--- config.mk ---
export PLATFORM = sky130hd
export DESIGN_NAME = sv39_ptw_flat
export DESIGN_NICKNAME = d
export VERILOG_FILES = /design/src/rtl/sv39_ptw_if.sv /design/src/rtl/sv39_ptw.sv /design/src/flat_wrapper.sv
export SDC_FILE = /design/constraint.sdc
export NUM_CORES = 1
export LEC_CHECK = 0
export CORE_MARGIN = 2
export CORE_UTILIZATION = 41
export CTS_CLUSTER_SIZE = 28
export DETAILED_ROUTE_END_ITERATION = 7
export HOLD_SLACK_MARGIN = 0.05
export PLACE_DENSITY = 0.81
export SLEW_MARGIN = 20
export SYNTH_ARGS = -nofsm -noshare
export SYNTH_HDL_FRONTEND = slang
export SYNTH_SLANG_ARGS = --single-unit
--- constraint.sdc ---
create_clock -name CLK -period 2.33 [get_ports CLK]
set_clock_uncertainty 0.1 [all_clocks]
set_input_delay 0.3495 -clock CLK [delete_from_list [all_inputs] [get_ports CLK]]
set_output_delay 0.3495 -clock CLK [all_outputs]
set_load 0.02 [all_outputs]
--- src/rtl/sv39_ptw_if.sv ---
// Handshake bundle between the Sv39 walker, its L2 TLB
// requester and the L2 cache port.
interface sv39_ptw_if #(
    parameter int REQ_TAG_WIDTH = 2
);
    logic                     req_valid;
    logic                     req_ready;
    logic [26:0]              req_vpn;
    logic [15:0]              req_asid;
    logic [REQ_TAG_WIDTH-1:0] req_tag;
    logic [43:0]              satp_ppn;
    logic                     flush;
    logic                     mem_req_valid;
    logic                     mem_req_ready;
    logic [55:0]              mem_req_pa;
    logic                     mem_resp_valid;
    logic [63:0]              mem_resp_pte;
    logic                     mem_resp_error;
    logic                     resp_valid;
    logic                     resp_ready;
    logic [REQ_TAG_WIDTH-1:0] resp_tag;
    logic [15:0]              resp_asid;
    logic [26:0]              resp_vpn;
    logic [34:0]              resp_pte;
    logic [1:0]               resp_level;
    logic                     resp_page_fault;
    logic                     resp_access_fault;

    modport master (
        output req_valid, req_vpn, req_asid, req_tag,
        output satp_ppn, flush,
        output mem_req_ready,
        output mem_resp_valid, mem_resp_pte, mem_resp_error,
        output resp_ready,
        input  req_ready, mem_req_valid, mem_req_pa,
        input  resp_valid, resp_tag, resp_asid, resp_vpn,
        input  resp_pte, resp_level,
        input  resp_page_fault, resp_access_fault
    );

    modport slave (
        input  req_valid, req_vpn, req_asid, req_tag,
        input  satp_ppn, flush,
        input  mem_req_ready,
        input  mem_resp_valid, mem_resp_pte, mem_resp_error,
        input  resp_ready,
        output req_ready, mem_req_valid, mem_req_pa,
        output resp_valid, resp_tag, resp_asid, resp_vpn,
        output resp_pte, resp_level,
        output resp_page_fault, resp_access_fault
    );
endinterface

--- src/rtl/sv39_ptw.sv ---
// Sv39 hardware page-table walker: one L2 TLB miss at a
// time, root to leaf, one outstanding PTE read.
module sv39_ptw #(
    parameter int REQ_TAG_WIDTH = 2
) (
    input logic    CLK,
    input logic    nRST,
    sv39_ptw_if.slave bus
);
    typedef struct packed {
        logic        n;
        logic [1:0]  pbmt;
        logic [6:0]  rsvd;
        logic [25:0] ppn2;
        logic [8:0]  ppn1;
        logic [8:0]  ppn0;
        logic [1:0]  rsw;
        logic        d, a, g, u, x, w, r, v;
    } big_pte_t;

    typedef struct packed {
        logic [8:0] ppn2;
        logic [8:0] ppn1;
        logic [8:0] ppn0;
        logic       d, a, g, u, x, w, r, v;
    } pte_t;

    typedef enum logic [2:0] {
        IDLE, REQ, WAIT, RESP, DRAIN
    } state_t;

    function automatic pte_t make_small_pte(big_pte_t p);
        pte_t s;
        s.ppn2 = p.ppn2[8:0];
        s.ppn1 = p.ppn1;
        s.ppn0 = p.ppn0;
        s.d = p.d; s.a = p.a; s.g = p.g; s.u = p.u;
        s.x = p.x; s.w = p.w; s.r = p.r; s.v = p.v;
        return s;
    endfunction

    state_t                   state_q, state_d;
    logic [26:0]              vpn_q, vpn_d;
    logic [15:0]              asid_q, asid_d;
    logic [REQ_TAG_WIDTH-1:0] tag_q, tag_d;
    logic [43:0]              base_ppn_q, base_ppn_d;
    logic [1:0]               level_q, level_d;
    pte_t                     pte_q, pte_d;
    logic                     pf_q, pf_d;
    logic                     af_q, af_d;

    big_pte_t   pte_in;
    logic [8:0] vpn_sel;
    logic       bad_base;
    logic       misaligned;
    logic       hs;
    logic       unused_rsw;

    assign pte_in     = big_pte_t'(bus.mem_resp_pte);
    assign unused_rsw = ^pte_in.rsw;
    assign bad_base   = |base_ppn_q[43:27];

    // VPN slice indexing the table at the current level
    always_comb begin
        vpn_sel = vpn_q[8:0];
        unique case (1'b1)
            level_q == 2'd2: vpn_sel = vpn_q[26:18];
            level_q == 2'd1: vpn_sel = vpn_q[17:9];
            default:         vpn_sel = vpn_q[8:0];
        endcase
    end

    assign misaligned =
        (level_q == 2'd2 && (|pte_in.ppn1 || |pte_in.ppn0)) ||
        (level_q == 2'd1 && |pte_in.ppn0);

    assign bus.mem_req_pa = {base_ppn_q, 12'b0} +
                            {44'b0, vpn_sel, 3'b0};
    assign bus.req_ready  = (state_q == IDLE);
    assign bus.resp_valid = (state_q == RESP);
    assign bus.resp_tag   = tag_q;
    assign bus.resp_asid  = asid_q;
    assign bus.resp_vpn   = vpn_q;
    assign bus.resp_pte   = pte_q;
    assign bus.resp_level = level_q;
    assign bus.resp_page_fault   = pf_q;
    assign bus.resp_access_fault = af_q;

    // Walk sequencing and PTE evaluation
    always_comb begin
        state_d    = state_q;
        vpn_d      = vpn_q;
        asid_d     = asid_q;
        tag_d      = tag_q;
        base_ppn_d = base_ppn_q;
        level_d    = level_q;
        pte_d      = pte_q;
        pf_d       = pf_q;
        af_d       = af_q;
        hs         = 1'b0;
        bus.mem_req_valid = 1'b0;
        unique case (state_q)
            IDLE: begin
                if (bus.req_valid) begin
                    vpn_d      = bus.req_vpn;
                    asid_d     = bus.req_asid;
                    tag_d      = bus.req_tag;
                    base_ppn_d = bus.satp_ppn;
                    level_d    = 2'd2;
                    pte_d      = '0;
                    pf_d       = 1'b0;
                    af_d       = 1'b0;
                    state_d    = REQ;
                end
            end
            REQ: begin
                bus.mem_req_valid = !bad_base;
                hs = !bad_base && bus.mem_req_ready;
                if (hs && bus.flush) begin
                    state_d = DRAIN;
                end else if (bus.flush) begin
                    state_d = IDLE;
                end else if (bad_base) begin
                    af_d    = 1'b1;
                    state_d = RESP;
                end else if (hs) begin
                    state_d = WAIT;
                end
            end
            WAIT: begin
                if (bus.flush) begin
                    state_d = bus.mem_resp_valid ? IDLE : DRAIN;
                end else if (bus.mem_resp_valid) begin
                    state_d = RESP;
                    if (bus.mem_resp_error) begin
                        af_d = 1'b1;
                    end else if (!pte_in.v ||
                                 (!pte_in.r && pte_in.w) ||
                                 pte_in.n || |pte_in.pbmt ||
                                 |pte_in.rsvd) begin
                        pf_d = 1'b1;
                    end else if (pte_in.r || pte_in.x) begin
                        if (!pte_in.a || misaligned) begin
                            pf_d = 1'b1;
                        end else if (|pte_in.ppn2[25:9]) begin
                            af_d = 1'b1;
                        end else begin
                            pte_d = make_small_pte(pte_in);
                        end
                    end else if (level_q == 2'd0 || pte_in.d ||
                                 pte_in.a || pte_in.u) begin
                        pf_d = 1'b1;
                    end else begin
                        base_ppn_d = {pte_in.ppn2, pte_in.ppn1,
                                      pte_in.ppn0};
                        level_d    = level_q - 2'd1;
                        state_d    = REQ;
                    end
                end
            end
            RESP: begin
                if (bus.flush || bus.resp_ready) begin
                    state_d = IDLE;
                end
            end
            DRAIN: begin
                if (bus.mem_resp_valid) begin
                    state_d = IDLE;
                end
            end
            default: state_d = IDLE;
        endcase
    end

    // State and walk context registers
    always_ff @(posedge CLK or negedge nRST) begin
        if (!nRST) begin
            state_q    <= IDLE;
            vpn_q      <= '0;
            asid_q     <= '0;
            tag_q      <= '0;
            base_ppn_q <= '0;
            level_q    <= '0;
            pte_q      <= '0;
            pf_q       <= 1'b0;
            af_q       <= 1'b0;
        end else begin
            state_q    <= state_d;
            vpn_q      <= vpn_d;
            asid_q     <= asid_d;
            tag_q      <= tag_d;
            base_ppn_q <= base_ppn_d;
            level_q    <= level_d;
            pte_q      <= pte_d;
            pf_q       <= pf_d;
            af_q       <= af_d;
        end
    end

    resp_only_when_waiting: assert property (
        @(posedge CLK) disable iff (!nRST)
        bus.mem_resp_valid |-> (state_q == WAIT ||
                                state_q == DRAIN));

    faults_exclusive: assert property (
        @(posedge CLK) disable iff (!nRST)
        !(pf_q && af_q));
endmodule

--- src/flat_wrapper.sv ---
// flat-port wrapper written by rule: the top's interface ports become plain ports
module sv39_ptw_flat 
#(
    parameter int REQ_TAG_WIDTH = 2
)
  (CLK, nRST, bus_req_valid, bus_req_vpn, bus_req_asid, bus_req_tag, bus_satp_ppn, bus_flush, bus_mem_req_ready, bus_mem_resp_valid, bus_mem_resp_pte, bus_mem_resp_error, bus_resp_ready, bus_req_ready, bus_mem_req_valid, bus_mem_req_pa, bus_resp_valid, bus_resp_tag, bus_resp_asid, bus_resp_vpn, bus_resp_pte, bus_resp_level, bus_resp_page_fault, bus_resp_access_fault);
  sv39_ptw_if #(.REQ_TAG_WIDTH(REQ_TAG_WIDTH)) bus_i ();
  input logic CLK;
  input logic nRST;
  input wire logic [$bits(bus_i.req_valid)-1:0] bus_req_valid;
  input wire logic [$bits(bus_i.req_vpn)-1:0] bus_req_vpn;
  input wire logic [$bits(bus_i.req_asid)-1:0] bus_req_asid;
  input wire logic [$bits(bus_i.req_tag)-1:0] bus_req_tag;
  input wire logic [$bits(bus_i.satp_ppn)-1:0] bus_satp_ppn;
  input wire logic [$bits(bus_i.flush)-1:0] bus_flush;
  input wire logic [$bits(bus_i.mem_req_ready)-1:0] bus_mem_req_ready;
  input wire logic [$bits(bus_i.mem_resp_valid)-1:0] bus_mem_resp_valid;
  input wire logic [$bits(bus_i.mem_resp_pte)-1:0] bus_mem_resp_pte;
  input wire logic [$bits(bus_i.mem_resp_error)-1:0] bus_mem_resp_error;
  input wire logic [$bits(bus_i.resp_ready)-1:0] bus_resp_ready;
  output wire logic [$bits(bus_i.req_ready)-1:0] bus_req_ready;
  output wire logic [$bits(bus_i.mem_req_valid)-1:0] bus_mem_req_valid;
  output wire logic [$bits(bus_i.mem_req_pa)-1:0] bus_mem_req_pa;
  output wire logic [$bits(bus_i.resp_valid)-1:0] bus_resp_valid;
  output wire logic [$bits(bus_i.resp_tag)-1:0] bus_resp_tag;
  output wire logic [$bits(bus_i.resp_asid)-1:0] bus_resp_asid;
  output wire logic [$bits(bus_i.resp_vpn)-1:0] bus_resp_vpn;
  output wire logic [$bits(bus_i.resp_pte)-1:0] bus_resp_pte;
  output wire logic [$bits(bus_i.resp_level)-1:0] bus_resp_level;
  output wire logic [$bits(bus_i.resp_page_fault)-1:0] bus_resp_page_fault;
  output wire logic [$bits(bus_i.resp_access_fault)-1:0] bus_resp_access_fault;
  assign bus_i.req_valid = bus_req_valid;
  assign bus_i.req_vpn = bus_req_vpn;
  assign bus_i.req_asid = bus_req_asid;
  assign bus_i.req_tag = bus_req_tag;
  assign bus_i.satp_ppn = bus_satp_ppn;
  assign bus_i.flush = bus_flush;
  assign bus_i.mem_req_ready = bus_mem_req_ready;
  assign bus_i.mem_resp_valid = bus_mem_resp_valid;
  assign bus_i.mem_resp_pte = bus_mem_resp_pte;
  assign bus_i.mem_resp_error = bus_mem_resp_error;
  assign bus_i.resp_ready = bus_resp_ready;
  assign bus_req_ready = bus_i.req_ready;
  assign bus_mem_req_valid = bus_i.mem_req_valid;
  assign bus_mem_req_pa = bus_i.mem_req_pa;
  assign bus_resp_valid = bus_i.resp_valid;
  assign bus_resp_tag = bus_i.resp_tag;
  assign bus_resp_asid = bus_i.resp_asid;
  assign bus_resp_vpn = bus_i.resp_vpn;
  assign bus_resp_pte = bus_i.resp_pte;
  assign bus_resp_level = bus_i.resp_level;
  assign bus_resp_page_fault = bus_i.resp_page_fault;
  assign bus_resp_access_fault = bus_i.resp_access_fault;
  sv39_ptw #(.REQ_TAG_WIDTH(REQ_TAG_WIDTH)) u_core (.CLK(CLK), .nRST(nRST), .bus(bus_i));
endmodule
Word-level counts from Yosys, hierarchy flattened --
Index checks and enable logic that the tools add are counted.
Cells by class: add/sub/neg operators 2, equality and inequality tests 29, mux-type cells 62, reduce and logical (&&, ||, !) cells 37
Operators with widths (count):
- two-way mux 44 bit | 7
- two-way mux 35 bit | 8
- case mux 44 bit (2 select lines) | 1
- case mux 35 bit (2 select lines) | 1
- adder 56 x 12 -> 56 bit | 1
- two-way mux 3 bit | 13
- OR reduction 17 bit | 2
- != test 2 bit, second input constant | 12
- two-way mux 1 bit | 19
- case mux 9 bit (2 select lines) | 1
- OR reduction 9 bit | 2
- two-way mux 2 bit | 8
- case mux 3 bit (5 select lines) | 1
- logical OR 1 bit | 12
- AND reduction 11 bit | 1
- != test 3 bit, second input constant | 3
- AND reduction 9 bit | 1
- AND reduction 8 bit | 1
- AND reduction 7 bit | 1
- OR reduction 7 bit | 1
- == test 3 x 2 -> 1 bit, second input constant | 2
- != test 2 x 1 -> 1 bit, second input constant | 3
- != test 3 x 2 -> 1 bit, second input constant | 2
- logical AND 1 bit | 5
- other kinds (19) | 22
Word-level totals: register bits after elaboration 131, bits of input ports 161, output and inout bits 143

Longest topological paths before layout --
depth after elaboration 12, depth in mapped cells 8, mapped depth without buffers 7

Least setup slack after synthesis --
Ideal clock, no wire load.
path kind reg2out, start point register u_core.level_q[0] (netlist: u_core.bus.resp_level[0]), end point output port bus_mem_req_pa[11], arrival time 1.808 ns, required time 1.881 ns, path slack 0.072 ns, stages on the path, launching flop included 7, buffers on the path 2, cell sequence dfrtp_1 -> inv_1 -> ha_1 -> clkbuf_1 -> clkbuf_1 -> nor2_1 -> a21oi_1
Between the ends: word-level cells in the longest chain between the ends 3, elaborated cells between the ends (all ways) 4, those cells by class add/sub: 1; eq/ne: 2; mux: 1
RTL lines:
- start, declared | line sv39_ptw.sv:47 | logic [1:0] level_q, level_d;
- start signal, assigned | line sv39_ptw.sv:193 | level_q <= level_d;
- == test 2 x 1 -> 1 bit or == test 2 bit (tied branches) | line sv39_ptw.sv:68, sv39_ptw.sv:67
- case mux 9 bit (2 select lines) * | line sv39_ptw.sv:66 | unique case (1'b1)
- adder 56 x 12 -> 56 bit * | line sv39_ptw.sv:77 | assign bus.mem_req_pa = {base_ppn_q, 12'b0} +
- end, declared | line flat_wrapper.sv:23 | output wire logic [$bits(bus_i.mem_req_pa)-1:0] bus_mem_req_pa;
Every way passes the cells marked *; elsewhere a longest branch is shown, timed or not.

Worst setup path in the final report --
start point register u_core.base_ppn_q[32], end point output port bus_mem_req_valid
Between the ends: word-level cells in the longest chain between the ends 3
RTL lines:
- start, declared | line sv39_ptw.sv:46 | logic [43:0] base_ppn_q, base_ppn_d;
- start signal, assigned | line sv39_ptw.sv:192 | base_ppn_q <= base_ppn_d;
- OR reduction 17 bit | line sv39_ptw.sv:61 | assign bad_base = |base_ppn_q[43:27];
- logical NOT 1 bit | line sv39_ptw.sv:117 | bus.mem_req_valid = !bad_base;
- two-way mux 1 bit | line sv39_ptw.sv:102 | unique case (state_q)
- end, declared | line flat_wrapper.sv:22 | output wire logic [$bits(bus_i.mem_req_valid)-1:0] bus_mem_req_valid;
No other way between the ends.

==> results.txt <==
CTS sink cnt - 131
Async SR Flop Fraction - 1.000
Simple-gate share of the synthesized area - 0.2437
WS Path Type - reg2out
Largest area contributor in the netlist - dfrtp_1
Ports - 304
Post-synthesis xor/xnor area fraction - 0
Complex-gate fraction of the synthesized area - 0.04295
Die Height - 127.3 um
VDD IR max - 0.6043 mV
Hold Slack - 361.1 ps
All-Layer GR Usage - 0.2446
Hold path depth - 3
Post-Place Setup Slack - -198.1 ps
Vias in the first global route - 5818
Synth Area in Adders - 0.006022
Drt wl/cell - 16.52 um
Setup ws final - -75.57 ps
Routed vias - 5874
Congestion Overflow GR - 0
R2r endpoint - u_core.base_ppn_q[22]
R2r worst-path depth - 9
Failing checks - setup timing
Yosys warns - 0
Final hold violation count - 0
Drt via density - 4.920
Final period demand of the worst path - 2406 ps
Nets - 1159
Initial antenna violation count - 0
P per Cell Area - 1153 nW/um2
Share of cells above drive strength 1 - 0.1392
Status - finished with violations
Hold path endpoint - u_core.bus.resp_asid[14]
CTS tree - yes
Most frequent cell after synthesis - nand2_1
Die area - 16210 um2
CP startpoint kind - register
Antenna Cells - 0
Final period util - 1.032
Largest net degree at the start of global routing - 64
Ranking of synthesized cells by area - dfrtp_1, nand2_1, mux2_2
Fmax - 0.4157 GHz
RD Place Congestion - 0.8306
Lkg Pwr - 4.935 nW
Total routed wirelength - 19730 um
Final-layout fill cell count - 1215
WP data arrival - 1960 ps
Worst skew pair latency - 410 ps
Detail Route Antenna Nets - 0
Worst slew pin tran - 627.5 ps
Endpoint type of the worst setup path - output port
Clock transition at path regs - 60 ps
Rows - 45
Unrepaired setup endpoints after global routing - true
Initial DRC Count - 338
Sequential element share of the synthesized area - 0.5259
Clk buf depth - 2
First-pass GRT wire length - 30600 um
Most common library cells after synthesis - nand2_1, dfrtp_1, mux2_2
Endpoints failing setup - 1
EDFF count, synth - 0
Slew HR - 0.5817
Area share of the largest cell type after synthesis - 0.5259
Worst-path fanout max - 2
Largest family of logic cells by synthesized area - simple AND/OR/NAND/NOR gates
Worst Min Path Start - bus_req_asid[14]
Total core area - 15030 um2
Post-CTS setup buffers - 0
Ys flop type - dfrtp_1
Post-synthesis cell area - 6233 um2
DPL Wire Length - 14630 um
DRC viols - 0
Synth Register Bits - 131
FF-to-FF Start - u_core.bus.resp_level[1]
CTS H-tree depth - 4
Area grow syn2layout - 63.81%
Max cap viols - 0
Mapped Cells - 672
Mean Syn Cell Area - 9.276 um2
Distinct cell type count after synthesis - 42
CTS Buf Count - 17
Pins over their slew limit - 0
Drt pass-1 iters - 7
Worst Path Required - 1880 ps
Total chip power - 11.78 mW
Port Buf Inserts - 298
Hold crit path type - in2reg
R2R setup slack - 220 ps
Mux contribution to synthesized area - 0.1399
Clock root buffer - clkbuf_16
Die W - 127.3 um
Initial Util - 0.4146
[critical path: stages, from the launching register on]
cell,delay (ps)
dfrtp_1,370
or4_4,550
nor3_4,140
nand4_1,150
nor2_2,190
buf_6,140
[sequential cells by signal (all words and copies together) (netlist names)]
| register | flops |
|---|---|
| u_core.bus.resp_tag | 2 |
| u_core.bus.resp_page_fault | 1 |
| u_core.bus.resp_pte | 35 |
| u_core.bus.resp_level | 2 |
| u_core.bus.resp_vpn | 27 |
| u_core.state_q | 3 |
| u_core.bus.resp_asid | 16 |
| u_core.bus.resp_access_fault | 1 |
| u_core.base_ppn_q | 44 |
[placed cells by master (no fill, tap or decap), types with 2 or more instances in the layout]
cell / synthesis / layout
mux2_2: 37 / 37
clkbuf_1: 25 / 5
buf_2: 3 / 8
nand3_1: 4 / 3
nor2_1: 19 / 18
mux2i_1: 35 / 35
clkinv_2: 0 / 3
or3_1: 2 / 2
a22oi_1: 9 / 8
nand4_1: 2 / 2
dfrtp_1: 131 / 130
inv_1: 8 / 8
buf_12: 0 / 7
mux2_4: 7 / 7
conb_1: 1 / 3
nand2_2: 0 / 2
a21oi_1: 13 / 13
nand2_1: 316 / 314
clkbuf_16: 0 / 17
buf_4: 3 / 36
o211ai_1: 2 / 2
o21ai_0: 3 / 3
nor3_4: 1 / 2
buf_6: 8 / 3
nor3_1: 9 / 7
nor2b_1: 3 / 3
clkdlybuf4s50_1: 0 / 285
clkbuf_8: 0 / 3
nor4_1: 10 / 10
[routing by layer]
metal | global-route usage | vias up | wire length [um]
met5 | 0 | - | 0
met1 | 0.2940 | 2799 | 8020
met3 | 0.06491 | 39 | 1073
li1 | - | 2840 | -
met4 | 0.1015 | 0 | 592
met2 | 0.4171 | 196 | 10040
[final cells by class]
class	count	area [um2]	area share
multi-input cells	495	2760	0.2703
well taps	188	235.2	0.02304
clock buffers	25	485.5	0.04754
flip-flops and latches	131	3279	0.3212
inverters	8	30.03	0.002941
clock inverters	5	52.55	0.005146
repair buffers	342	3368	0.3299
[logic make-up (layout without fill, tap and decap cells)]
group	after synthesis	after routing
adders and majority gates	3	3
buffers and inverters	48	380
other	1	3
muxes	79	79
and+or+nand+nor	372	372
AOI/OAI and AO/OA	38	38
DFF	131	131
[power breakdown]
group	internal (mW)	switching (mW)	leakage (nW)
Sequential	3.09	0.562	1.65
Clock	1.53	0.927	0.263
Combinational	2.74	2.92	3.02
Total	7.36	4.41	4.93
[how the worst max path moves through the flow]
| stage | to | cells past startpoint | startpoint |
|---|---|---|---|
| 2_1_floorplan | bus_mem_req_pa[11] | 6 | u_core.bus.resp_level[0] |
| 3_3_place_gp | bus_mem_req_valid | 5 | u_core.base_ppn_q[30] |
| 3_5_place_dp | bus_mem_req_valid | 5 | u_core.base_ppn_q[30] |
| 4_1_cts | bus_mem_req_valid | 5 | u_core.base_ppn_q[30] |
| 5_1_grt | bus_mem_req_valid | 5 | u_core.base_ppn_q[32] |
| 6_report | bus_mem_req_valid | 5 | u_core.base_ppn_q[32] |
[through the flow]
| stage | utilization | instance area (um2) | TNS (ps) | std cells |
|---|---|---|---|---|
| 6_report | 0.6792 | 10210 | -75.57 | 1194 |
| 5_1_grt | 0.6792 | 10210 | -152.3 | 1194 |
| 4_1_cts | 0.6774 | 10180 | -117.6 | 1194 |
| 3_5_place_dp | 0.6426 | 9661 | -7571 | 1163 |
| 3_3_place_gp | 0.6426 | 9661 | -5083 | 1163 |
| 2_1_floorplan | - | 6241 | 0 | 674 |
[what timing repair did]
| action | CTS | global route |
|---|---|---|
| pin swaps | 3 | 3 |
| hold endpoints to repair | 59 | 0 |
| gates resized for setup | 48 | 6 |
| setup endpoints to repair | 11 | 8 |
| hold buffers | 1 | 0 |
(Power assumes the default switching activity.)
